===== config.mk =====
export PLATFORM = sky130hd
export DESIGN_NAME = lcd1602_ctrl
export DESIGN_NICKNAME = d
export VERILOG_FILES = /design/src/rtl/lcd1602_pkg.sv /design/src/rtl/lcd1602_charbuf.sv /design/src/rtl/lcd1602_ctrl.sv
export SDC_FILE = /design/constraint.sdc
export NUM_CORES = 1
export LEC_CHECK = 0
export BUFFER_PORTS_ARGS = -buffer_cell sky130_fd_sc_hd__buf_4
export CAP_MARGIN = 20
export CORE_ASPECT_RATIO = 1.4
export CORE_MARGIN = 8
export CORE_UTILIZATION = 57
export DETAILED_ROUTE_END_ITERATION = 8
export GPL_TIMING_DRIVEN = 0
export PLACE_DENSITY = 0.76
export SLEW_MARGIN = 20
export SYNTH_ARGS = -nofsm -noshare
export SYNTH_HDL_FRONTEND = slang
export SYNTH_SLANG_ARGS = --single-unit
export TNS_END_PERCENT = 10

===== constraint.sdc =====
create_clock -name clk -period 4.1 [get_ports clk]
set_clock_uncertainty 0.2 [all_clocks]
set_input_delay 0.41 -clock clk [delete_from_list [all_inputs] [get_ports clk]]
set_output_delay 0.41 -clock clk [all_outputs]
set_load 0.03 [all_outputs]

===== src/rtl/lcd1602_pkg.sv =====
// ---------------------------------------------------------------------------
// lcd1602_pkg
//
// Shared definitions for the lcd1602 controller slice.
//
// Contents:
//   lcd_state_e            sequencer state encoding
//   LCD_* command bytes    HD44780 instructions issued by the sequencer
//   LCD_INIT_STEPS         number of power-up initialisation writes
//   LCD_PASS_STEPS         number of writes in one full-screen refresh pass
//   lcd_step_* helpers     decode a unified step index into bus content
//
// Step numbering is unified across init and refresh so one counter drives
// the whole sequence:
//   0..3    init commands (0x38, 0x0C, 0x01, 0x06)
//   4       set DDRAM address line 1 (0x80)
//   5..20   characters 0..15
//   21      set DDRAM address line 2 (0xC0)
//   22..37  characters 16..31
// After step 37 the counter wraps to 4, never back into the init range.
//
// Optional feature macro used by the top level: LCD1602_DIRTY_EN.
// ---------------------------------------------------------------------------
package lcd1602_pkg;

    typedef enum logic [1:0] {
        ST_PWRUP = 2'd0,
        ST_CMD   = 2'd1,
        ST_GAP   = 2'd2,
        ST_IDLE  = 2'd3
    } lcd_state_e;

    localparam logic [7:0] LCD_FUNC_SET = 8'h38;
    localparam logic [7:0] LCD_DISP_ON  = 8'h0C;
    localparam logic [7:0] LCD_CLEAR    = 8'h01;
    localparam logic [7:0] LCD_ENTRY    = 8'h06;
    localparam logic [7:0] LCD_LINE1    = 8'h80;
    localparam logic [7:0] LCD_LINE2    = 8'hC0;

    localparam int LCD_INIT_STEPS = 4;
    localparam int LCD_PASS_STEPS = 34;

    // Landmarks in the unified step index.
    localparam logic [5:0] LCD_STEP_CLEAR    = 6'd2;
    localparam logic [5:0] LCD_STEP_ENTRY    = 6'(LCD_INIT_STEPS - 1);
    localparam logic [5:0] LCD_STEP_PASS0    = 6'(LCD_INIT_STEPS);
    localparam logic [5:0] LCD_STEP_L1_FIRST = 6'(LCD_INIT_STEPS + 1);
    localparam logic [5:0] LCD_STEP_L1_LAST  = 6'(LCD_INIT_STEPS + 16);
    localparam logic [5:0] LCD_STEP_LINE2    = 6'(LCD_INIT_STEPS + 17);
    localparam logic [5:0] LCD_STEP_L2_FIRST = 6'(LCD_INIT_STEPS + 18);
    localparam logic [5:0] LCD_STEP_LAST     = 6'(LCD_INIT_STEPS + LCD_PASS_STEPS - 1);

    // True when the step writes a character (data register, address 1).
    function automatic logic lcd_step_is_char(input logic [5:0] step);
        return ((step >= LCD_STEP_L1_FIRST) && (step <= LCD_STEP_L1_LAST)) ||
               ((step >= LCD_STEP_L2_FIRST) && (step <= LCD_STEP_LAST));
    endfunction

    // Buffer index of a character step. Line 2 skips over the 0xC0 step,
    // hence the extra offset of one.
    function automatic logic [4:0] lcd_step_char_idx(input logic [5:0] step);
        logic [4:0] idx;
        if (step <= LCD_STEP_L1_LAST) begin
            idx = 5'(step - LCD_STEP_L1_FIRST);
        end else begin
            idx = 5'(step - LCD_STEP_L1_FIRST - 6'd1);
        end
        return idx;
    endfunction

    // Instruction byte of a command step; zero for character steps.
    function automatic logic [7:0] lcd_step_cmd(input logic [5:0] step);
        logic [7:0] cmd;
        case (step)
            6'd0:           cmd = LCD_FUNC_SET;
            6'd1:           cmd = LCD_DISP_ON;
            LCD_STEP_CLEAR: cmd = LCD_CLEAR;
            LCD_STEP_ENTRY: cmd = LCD_ENTRY;
            LCD_STEP_PASS0: cmd = LCD_LINE1;
            LCD_STEP_LINE2: cmd = LCD_LINE2;
            default:        cmd = 8'h00;
        endcase
        return cmd;
    endfunction

endpackage


===== src/rtl/lcd1602_charbuf.sv =====
// ---------------------------------------------------------------------------
// lcd1602_charbuf
//
// 32 x 8 character buffer: one write port for the host, one synchronous
// read port for the sequencer. Every entry resets to 0x20 (space).
//
// Ports:
//   clk_i      system clock
//   rst_ni     asynchronous active-low reset
//   wr_en_i    write strobe, one cycle per write
//   wr_addr_i  write index (0-15 line 1, 16-31 line 2)
//   wr_data_i  character code, stored raw
//   rd_en_i    read strobe; rd_data_o updates on the next edge
//   rd_addr_i  read index
//   rd_data_o  registered read data, held until the next read
//
// A read and a write to the same index on the same edge return the value
// stored before that edge (read-before-write).
// ---------------------------------------------------------------------------
module lcd1602_charbuf (
    input  logic       clk_i,
    input  logic       rst_ni,
    input  logic       wr_en_i,
    input  logic [4:0] wr_addr_i,
    input  logic [7:0] wr_data_i,
    input  logic       rd_en_i,
    input  logic [4:0] rd_addr_i,
    output logic [7:0] rd_data_o
);

    logic [7:0] mem_q [32];
    logic [7:0] rd_data_q;

    always_ff @(posedge clk_i or negedge rst_ni) begin
        if (!rst_ni) begin
            for (int i = 0; i < 32; i++) begin
                mem_q[i] <= 8'h20;
            end
        end else if (wr_en_i) begin
            mem_q[wr_addr_i] <= wr_data_i;
        end
    end

    // Separate process sampling mem_q before this edge's write lands.
    always_ff @(posedge clk_i or negedge rst_ni) begin
        if (!rst_ni) begin
            rd_data_q <= 8'h20;
        end else if (rd_en_i) begin
            rd_data_q <= mem_q[rd_addr_i];
        end
    end

    assign rd_data_o = rd_data_q;

endmodule


===== src/rtl/lcd1602_ctrl.sv =====
// ---------------------------------------------------------------------------
// lcd1602_ctrl
//
// Avalon-MM master driving an lcd1602 character-LCD slave. After reset it
// waits PWRUP_CYC cycles, issues the four HD44780 init commands, then keeps
// refreshing both 16-character lines from an internal 32-byte buffer that
// the host fills through a one-cycle write port.
//
// Parameters:
//   PWRUP_CYC  cycles waited after reset before the first command
//   CMD_GAP    idle cycles after each accepted write
//   CLR_GAP    idle cycles after the clear-display command
//   All must be >= 1 and < 2^20.
//
// Ports:
//   clk              system clock
//   reset_n          asynchronous active-low reset (shared with the slave)
//   wr_en            host buffer write strobe
//   wr_addr          host buffer index (0-15 line 1, 16-31 line 2)
//   wr_data          host character code
//   init_done        high once the entry-mode command has been accepted
//   lcd_address      0 = instruction, 1 = data
//   lcd_chipselect   slave chipselect
//   lcd_write        slave write
//   lcd_writedata    slave write data
//   lcd_waitrequest  slave waitrequest
//
// Bus handshake: in ST_CMD chipselect and write are high and address/data
// are held constant; the write completes on the first rising edge where
// lcd_waitrequest is low, and the bus is released on that same edge.
//
// Optional feature, macro LCD1602_DIRTY_EN: refresh passes only run while a
// dirty flag is set (set by any host write and at reset, cleared as a pass
// starts); otherwise the sequencer parks in ST_IDLE. Without the macro
// passes repeat back-to-back and ST_IDLE is never entered.
// ---------------------------------------------------------------------------
module lcd1602_ctrl #(
    parameter int PWRUP_CYC = 750000,
    parameter int CMD_GAP   = 2000,
    parameter int CLR_GAP   = 82000
) (
    input  logic       clk,
    input  logic       reset_n,
    input  logic       wr_en,
    input  logic [4:0] wr_addr,
    input  logic [7:0] wr_data,
    output logic       init_done,
    output logic       lcd_address,
    output logic       lcd_chipselect,
    output logic       lcd_write,
    output logic [7:0] lcd_writedata,
    input  logic       lcd_waitrequest
);

    import lcd1602_pkg::*;

    localparam logic [19:0] PWRUP_LIM = 20'(PWRUP_CYC);
    localparam logic [19:0] CMD_LIM   = 20'(CMD_GAP);
    localparam logic [19:0] CLR_LIM   = 20'(CLR_GAP);

    lcd_state_e  state_q, state_d;
    logic [19:0] cnt_q, cnt_d;
    logic [5:0]  step_q, step_d;
    logic        init_done_q, init_done_d;

    logic [5:0]  next_step;
    logic [19:0] gap_lim;
    logic        in_cmd;
    logic        step_is_char;

    logic        rd_en;
    logic [4:0]  rd_addr;
    logic [7:0]  rd_data;

`ifdef LCD1602_DIRTY_EN
    logic        dirty_q, dirty_d;
    logic        pass_start;
`endif

    lcd1602_charbuf u_charbuf (
        .clk_i     (clk),
        .rst_ni    (reset_n),
        .wr_en_i   (wr_en),
        .wr_addr_i (wr_addr),
        .wr_data_i (wr_data),
        .rd_en_i   (rd_en),
        .rd_addr_i (rd_addr),
        .rd_data_o (rd_data)
    );

    // Step that follows the current one; the refresh section loops on itself.
    assign next_step = (step_q == LCD_STEP_LAST) ? LCD_STEP_PASS0 : (step_q + 6'd1);
    assign gap_lim   = (step_q == LCD_STEP_CLEAR) ? CLR_LIM : CMD_LIM;

    // -----------------------------------------------------------------------
    // Sequencer next-state logic
    // -----------------------------------------------------------------------
    always_comb begin
        state_d     = state_q;
        cnt_d       = cnt_q;
        step_d      = step_q;
        init_done_d = init_done_q;
        rd_en       = 1'b0;
        rd_addr     = lcd_step_char_idx(next_step);
`ifdef LCD1602_DIRTY_EN
        pass_start  = 1'b0;
`endif

        case (state_q)
            ST_PWRUP: begin
                if (cnt_q == PWRUP_LIM) begin
                    cnt_d   = 20'd0;
                    state_d = ST_CMD;
                end else begin
                    cnt_d = cnt_q + 20'd1;
                end
            end

            ST_CMD: begin
                if (!lcd_waitrequest) begin
                    cnt_d   = 20'd0;
                    state_d = ST_GAP;
                    if (step_q == LCD_STEP_ENTRY) begin
                        init_done_d = 1'b1;
                    end
                end
            end

            ST_GAP: begin
                // The cycle where the count expires is the turnaround cycle:
                // it fetches the next character so rd_data is valid and
                // stable for the whole of the following ST_CMD.
                if (cnt_q == gap_lim) begin
                    cnt_d   = 20'd0;
                    step_d  = next_step;
                    state_d = ST_CMD;
                    rd_en   = lcd_step_is_char(next_step);
`ifdef LCD1602_DIRTY_EN
                    if ((step_q == LCD_STEP_LAST) && !dirty_q) begin
                        state_d = ST_IDLE;
                    end else if (next_step == LCD_STEP_PASS0) begin
                        pass_start = 1'b1;
                    end
`endif
                end else begin
                    cnt_d = cnt_q + 20'd1;
                end
            end

            ST_IDLE: begin
`ifdef LCD1602_DIRTY_EN
                // step_q already points at the 0x80 step of the next pass.
                if (dirty_q) begin
                    state_d    = ST_CMD;
                    pass_start = 1'b1;
                end
`else
                state_d = ST_CMD;
`endif
            end

            default: begin
                state_d = ST_PWRUP;
                cnt_d   = 20'd0;
            end
        endcase
    end

`ifdef LCD1602_DIRTY_EN
    // A write landing on the same edge a pass starts keeps the flag set, so
    // that write is guaranteed another pass.
    assign dirty_d = wr_en | (dirty_q & ~pass_start);
`endif

    // -----------------------------------------------------------------------
    // State registers
    // -----------------------------------------------------------------------
    always_ff @(posedge clk or negedge reset_n) begin
        if (!reset_n) begin
            state_q     <= ST_PWRUP;
            cnt_q       <= 20'd0;
            step_q      <= 6'd0;
            init_done_q <= 1'b0;
        end else begin
            state_q     <= state_d;
            cnt_q       <= cnt_d;
            step_q      <= step_d;
            init_done_q <= init_done_d;
        end
    end

`ifdef LCD1602_DIRTY_EN
    always_ff @(posedge clk or negedge reset_n) begin
        if (!reset_n) begin
            dirty_q <= 1'b1;
        end else begin
            dirty_q <= dirty_d;
        end
    end
`endif

    // -----------------------------------------------------------------------
    // Bus outputs: decoded from registers only, so they drop to zero as soon
    // as reset_n falls and never change mid-command.
    // -----------------------------------------------------------------------
    assign in_cmd       = (state_q == ST_CMD);
    assign step_is_char = lcd_step_is_char(step_q);

    assign lcd_chipselect = in_cmd;
    assign lcd_write      = in_cmd;
    assign lcd_address    = in_cmd & step_is_char;
    assign lcd_writedata  = in_cmd ? (step_is_char ? rd_data : lcd_step_cmd(step_q)) : 8'h00;
    assign init_done      = init_done_q;

endmodule


# == Yosys cells after proc, flatten, opt, wreduce, memory -nomap -nowiden ==
# Index checks and enable logic that the tools add are counted.
# word_totals
regBits,293
input_bits,17
output_inout_bits,12
word_cells,106
# op_classes
add_sub_neg,4
magnitude_cmp,11
eq_ne,14
n_mux,22
bitwise,4
reduce_logical,14
# ops
op,count
$bwmux W256,1
$mux W20,3
$pmux W20 S3,1
$pmux W8 S6,1
$bmux W8 S5,1
$demux W8 S5,1
$mux W8,5
$add A20 B1 Y20 const B,1
$eq A20 B17 Y1,1
$eq A20 B20 Y1 const B,1
$mux W17,1
$eq A6 B2 Y1 const B,2
$ge A6 B3 Y1 const B,2
$ge A6 B5 Y1 const B,2
$ge A6 B6 Y1 const B,2
$le A6 B5 Y1 const B,2
$le A6 B6 Y1 const B,2
$not A5 Y6,2
$pmux W2 S4,1
$add A6 B1 Y6 const B,1
$eq A6 B1 Y1 const B,1
$eq A6 B3 Y1 const B,1
$eq A6 B5 Y1 const B,1
$eq A6 B6 Y1 const B,1
other kinds (19),32

# == Depth between registers and ports, before layout ==
# logic_depth
ltp_word,9
ltp_mapped,20
mapped_depth_nobuf,17

# == Cells and area by module ==
# Synthesis repeated with hierarchy kept, for this count alone.
# hier_totals
cells_unflattened,1180
area_unflattened_um2,14757.9
# modules_own_cells
module,n_inst,cells_per_inst,area_per_inst_um2,seq_area_each_um2
lcd1602_charbuf,1,882,12296.8,6647.6
lcd1602_ctrl,1,298,2461.1,725.7

# == Worst setup path before layout ==
# Ideal clock, no wire load.
# synth_timing
kind,register to register
startpoint,register step_q[1]
endpoint,register u_charbuf.rd_data_q[3] (netlist: u_charbuf.rd_data_o[3])
setup_ns,0.121
arrival_time_ns,3.881
t_required_ns,3.779
path_slack_ns,-0.103
path_stages_with_launch,17
period_less_slack_ns,4.203
cell_sequence,dfrtp_1 > inv_1 > ha_1 > buf_6 > nand3b_1 > o21ai_0 > ha_1 > nand4b_1 > a22oi_2 > a21oi_4 > o21ai_4 > xor2_4 > mux4_2 > or4_1 > o221a_1 > nand4_1 > o21ai_1
# synth_between
elab_chain_len,9
# synth_lines
item,line,rtl
start: declaration,lcd1602_ctrl.sv:63,"logic [5:0] step_q, step_d;"
start signal: assignment,lcd1602_ctrl.sv:187,step_q <= step_d;
$add A6 B1 Y6 or $eq A6 B6 Y1 (tied branches),lcd1602_ctrl.sv:92,assign next_step = (step_q == LCD_STEP_LAST) ? LCD_STEP_PASS0 : (step_q + 6'd1);
$mux W6,lcd1602_ctrl.sv:92,
$sub A5 B3 Y5,"lcd1602_pkg.sv:64, lcd1602_pkg.sv:66",
$sub A5 B1 Y5,lcd1602_pkg.sv:66,idx = 5'(step - LCD_STEP_L1_FIRST - 6'd1);
$mux W5,lcd1602_pkg.sv:63,if (step <= LCD_STEP_L1_LAST) begin
$not A5 Y6 (implied by the code),lcd1602_charbuf.sv:49,rd_data_q <= mem_q[rd_addr_i];
$bmux W8 S5,lcd1602_charbuf.sv:49,
$mux W8 (implied by the code) (2 in series),lcd1602_charbuf.sv:49,
end signal: assignment,lcd1602_charbuf.sv:49,
end: declaration,lcd1602_charbuf.sv:32,logic [7:0] rd_data_q;
# Several ways; a longest one is shown, not always the timed one. The select of a mux whose other input is x is not followed.
# A chain may end at the register's enable or synchronous reset.

# == Worst setup path after layout ==
# layout_timing
startpoint,register step_q[1]
endpoint,register u_charbuf.rd_data_q[3] (netlist: u_charbuf.rd_data_o[3])
# layout_between
elab_chain_len,9
# layout_lines
item,line,rtl
$eq A6 B6 Y1 *,lcd1602_ctrl.sv:92,
$mux W6 *,lcd1602_ctrl.sv:92,
named net next_step[0],lcd1602_ctrl.sv:66,logic [5:0] next_step;
$sub A5 B3 Y5,"lcd1602_pkg.sv:64, lcd1602_pkg.sv:66",
$sub A5 B1 Y5,lcd1602_pkg.sv:66,
$mux W5,lcd1602_pkg.sv:63,
$not A5 Y6 (implied by the code),lcd1602_charbuf.sv:49,
$bmux W8 S5,lcd1602_charbuf.sv:49,
$mux W8 (implied by the code) (2 in series),lcd1602_charbuf.sv:49,
# The timed path passes the listed nets; every way through them passes the cells marked *. The select of a mux whose other input is x is not followed.

==> flow_metrics.env <==
export IMPL_cts_htree_levels=1
export IMPL_path_cells="inv_4, ha_4, buf_6, nand3b_1, nor2_2, nor2_4, inv_2, ha_4, nand4b_1, a22oi_2, a21oi_4, o21ai_4, xor2_4, buf_12, mux4_2, or4_4, o221a_1, nand4_1, o21ai_1"
export IMPL_synth_seq_area_share=0.5004
export IMPL_maxSlewViolCount=0
export IMPL_yosysTopAreaCell="dfrtp_1"
export IMPL_fin_nets=1221
export IMPL_port_buffer_count=25
export IMPL_wl_per_cell_um=24.64
export IMPL_synth_top_cells_by_count="260 x dfrtp_1, 260 x mux2_2, 73 x nand2_1"
export IMPL_critPathRequiredTime_ns=4.34
export IMPL_layout_drive_gt1_share=0.4283
export IMPL_worstMarginPinSlew_ns=1.123
export IMPL_fin_ws_ns=-0.02519
export IMPL_finalHoldViolations=0
export IMPL_synth_xor_area_frac=0.01342
export IMPL_rsz0062_at_grt="yes"
export IMPL_placed_area_um2=15420
export IMPL_max_stage_delay_ns=0.55
export IMPL_ir_drop_v=0.0004765
export IMPL_die_h_um=206.2
export IMPL_synthMuxAreaShare=0.3042
export IMPL_netlist_area_leader_share=0.4416
export IMPL_gp_congestion=0.9060
export IMPL_via_per_inst=6.445
export IMPL_antennaDiodeCount=0
export IMPL_drcViolationCount=0
export IMPL_slew_headroom=0.2485
export IMPL_routed_wl_mm=37.78
export IMPL_setup_violations=1
export IMPL_cts_made_buffers=30
export IMPL_grt_pass1_vias=10271
export IMPL_critPathLaunchType="flip-flop"
export IMPL_final_util=0.6672
export IMPL_end_kind="flip-flop"
export IMPL_syn_inst=1093
export IMPL_synth_enable_flop_cells=0
export IMPL_drt_iter0_markers=717
export IMPL_post_synth_and_or_nand_nor_area_fraction=0.08203
export IMPL_antenna_found_initial=0
export IMPL_min_period_over_period=1.006
export IMPL_synthAdderAreaFrac=0.01189
export IMPL_cts_tree="built"
export IMPL_arrival_ns=4.37
export IMPL_synth_compound_area_share=0.05511
export IMPL_critPathMaxFanout=5
export IMPL_cp_top_family="simple AND/OR/NAND/NOR gates"
export IMPL_synth_top_family_by_area="multiplexers"
export IMPL_overflow=0
export IMPL_netlist_cell_type_count=72
export IMPL_dieArea_um2=31320
export IMPL_final_area_um2=16930
export IMPL_grt_max_degree=105
export IMPL_fmax_ghz=0.2424
export IMPL_clock_latency_ns=0.55
export IMPL_hpwl_mm=25.67
export IMPL_clkSinkCount=293
export IMPL_period_needed_ns=4.125
export IMPL_maxCapViolations=0
export IMPL_cts_clk_slew_worst_paths_ns=0.07
export IMPL_status="finished, violations left"
export IMPL_cp_num_buf_inv=4
export IMPL_cpMostUsedCell="ha_4"
export IMPL_avgSynthCellArea_um2=13.48
export IMPL_core_area_um2=25380
export IMPL_start_util=0.5805
export IMPL_clock_path_buffers=3
export IMPL_synthTopCellsByArea="dfrtp_1 44%, mux2_2 20%, dfstp_2 5.9%, mux4_2 5.2%, mux4_1 3.9%"
export IMPL_hold_slack_ns=0.1585
export IMPL_hp_class="in2async"
export IMPL_place_inst=1440
export IMPL_violations="negative setup slack"
export IMPL_ioPinCount=29
export IMPL_ys_seq_elements=293
export IMPL_cts_root_buf="clkbuf_16"
export IMPL_p_leak_nw=7.462
export IMPL_netlist_area_um2=14730
export IMPL_stdcell_count=1533
export IMPL_ys_flop_type="dfrtp_1"
export IMPL_grt_pass1_wl_mm=58.91
export IMPL_area_delta_synth_final_pct=14.93
export IMPL_worst_path_max_delay_cell="mux4_2"
export IMPL_row_count=69
export IMPL_drt_pass1_iterations=6
export IMPL_synthArstFlopShare=1.000
export IMPL_power_density_nw_per_um2=468.5
export IMPL_crit_type="reg2reg"
export IMPL_fin_tns_setup_ns=-0.02519
export IMPL_fp_dieW_um=151.9
export IMPL_via_count=9880
export IMPL_fillers=1820
export IMPL_yosysWarnings=0
export IMPL_track_usage=0.2400
export IMPL_synth_fp_nets=1124
export IMPL_ant_nets=0
==> final timing paths <==
| kind | start | endpoint | slack [ns] | cells after the start |
|---|---|---|---|---|
| max | step_q[1] | u_charbuf.rd_data_o[3] | -0.03 | 19 |
| min in group clk | init_done | init_done | 0.29 | 1 |
| max reg2reg | step_q[1] | u_charbuf.rd_data_o[3] | -0.03 | 19 |
| max in group asynchronous | reset_n | u_charbuf.mem_q[77] | 2.34 | 4 |
| min | reset_n | cnt_q[17] | 0.16 | 2 |
| min reg2reg | init_done | init_done | 0.29 | 1 |
==> power by group <==
group,total [mW],internal [mW],switching (mW)
logic,1.51,0.802,0.711
registers,3.72,3.45,0.266
clock network,2.70,1.56,1.14
==> routing by layer <==
layer,up-vias,wire length [µm],track usage
li1,4248,-,-
met1,5142,14420,0.2797
met2,391,19130,0.4244
met3,99,2370,0.04247
met4,0,1863,0.1141
met5,-,0,0
==> metrics by stage <==
step	power [mW]	setup WS, ns
after floorplan	4.761	0.02909
after global placement	5.137	-0.7718
after detailed placement	5.229	-0.8069
after CTS	7.941	-0.007899
after global routing	8.264	-0.1701
final	7.933	-0.02519
==> kinds of logic (layout without fill, tap and decap cells) <==
group                      count (synthesis)  count (layout)
muxes                                    337             337
and+or+nand+nor                          233             233
xor gates and xnor gates                  14              14
adders and majority gates                 14              14
DFF                                      293             293
buffers and inverters                     86             207
AOI/OAI and AO/OA                        116             116
==> what timing repair did <==
item,4_1_cts,5_1_grt
pin swaps,9,10
hold endpoints to repair,73,0
hold buffers,10,0
resized for setup,23,29
buffers inserted,21,6
endpoints found under the setup margin,8,8
==> cell usage in the layout (no fill, tap or decap), types with 5 or more instances in the layout <==
master and n:
clkbuf_16 31, nor4_1 6, clkbuf_8 10, mux2i_1 13, nand2b_1 11, o22a_1 5
mux4_2 38, o31ai_1 7, dlygate4sd3_1 10, xnor2_1 5, mux2i_2 5, nor3b_1 6
mux4_1 18, mux2_2 260, o21ai_0 28, and3_1 10, clkinv_2 8, nand3_1 31
nand3b_1 7, o21ai_1 5, clkbuf_1 37, a21oi_1 16, nor2b_1 10, o22ai_1 8
and2_1 5, dfstp_2 33, o41ai_1 5, nor2_1 32, dfrtp_1 259, nor3_1 8
buf_6 9, ha_1 11, a21boi_0 6, nand4_1 7, inv_1 16, nand2_1 73
buf_12 6, buf_4 61
==> cell type report <==
cell class,instances,area (µm²),share of cell area
tap,319,399.1,0.02357
multi-input combinational,714,7024,0.4148
clock inverter,12,73.82,0.004359
clock buffer,44,924.6,0.05460
buffer,67,454.2,0.02682
sequential,293,7375,0.4355
timing repair buffer,65,605.6,0.03576
inverter,19,77.57,0.004581
==> worst reg2reg max path, stage by stage, from the launching register on <==
cell	delay, ns
dfrtp_2	0.43
inv_4	0.07
ha_4	0.12
buf_6	0.09
nand3b_1	0.17
nor2_2	0.21
nor2_4	0.05
inv_2	0.08
ha_4	0.15
nand4b_1	0.10
a22oi_2	0.24
a21oi_4	0.13
o21ai_4	0.23
xor2_4	0.19
buf_12	0.15
mux4_2	0.56
or4_4	0.51
o221a_1	0.17
nand4_1	0.11
o21ai_1	0.07
==> state kept, by name (all words and copies together), names as in the netlist <==
signal and count:
init_done 1, cnt_q 20, u_charbuf.rd_data_o 8, u_charbuf.mem_q 256, state_q 2, step_q 6
Note: power is estimated with default switching activity, not from simulation.
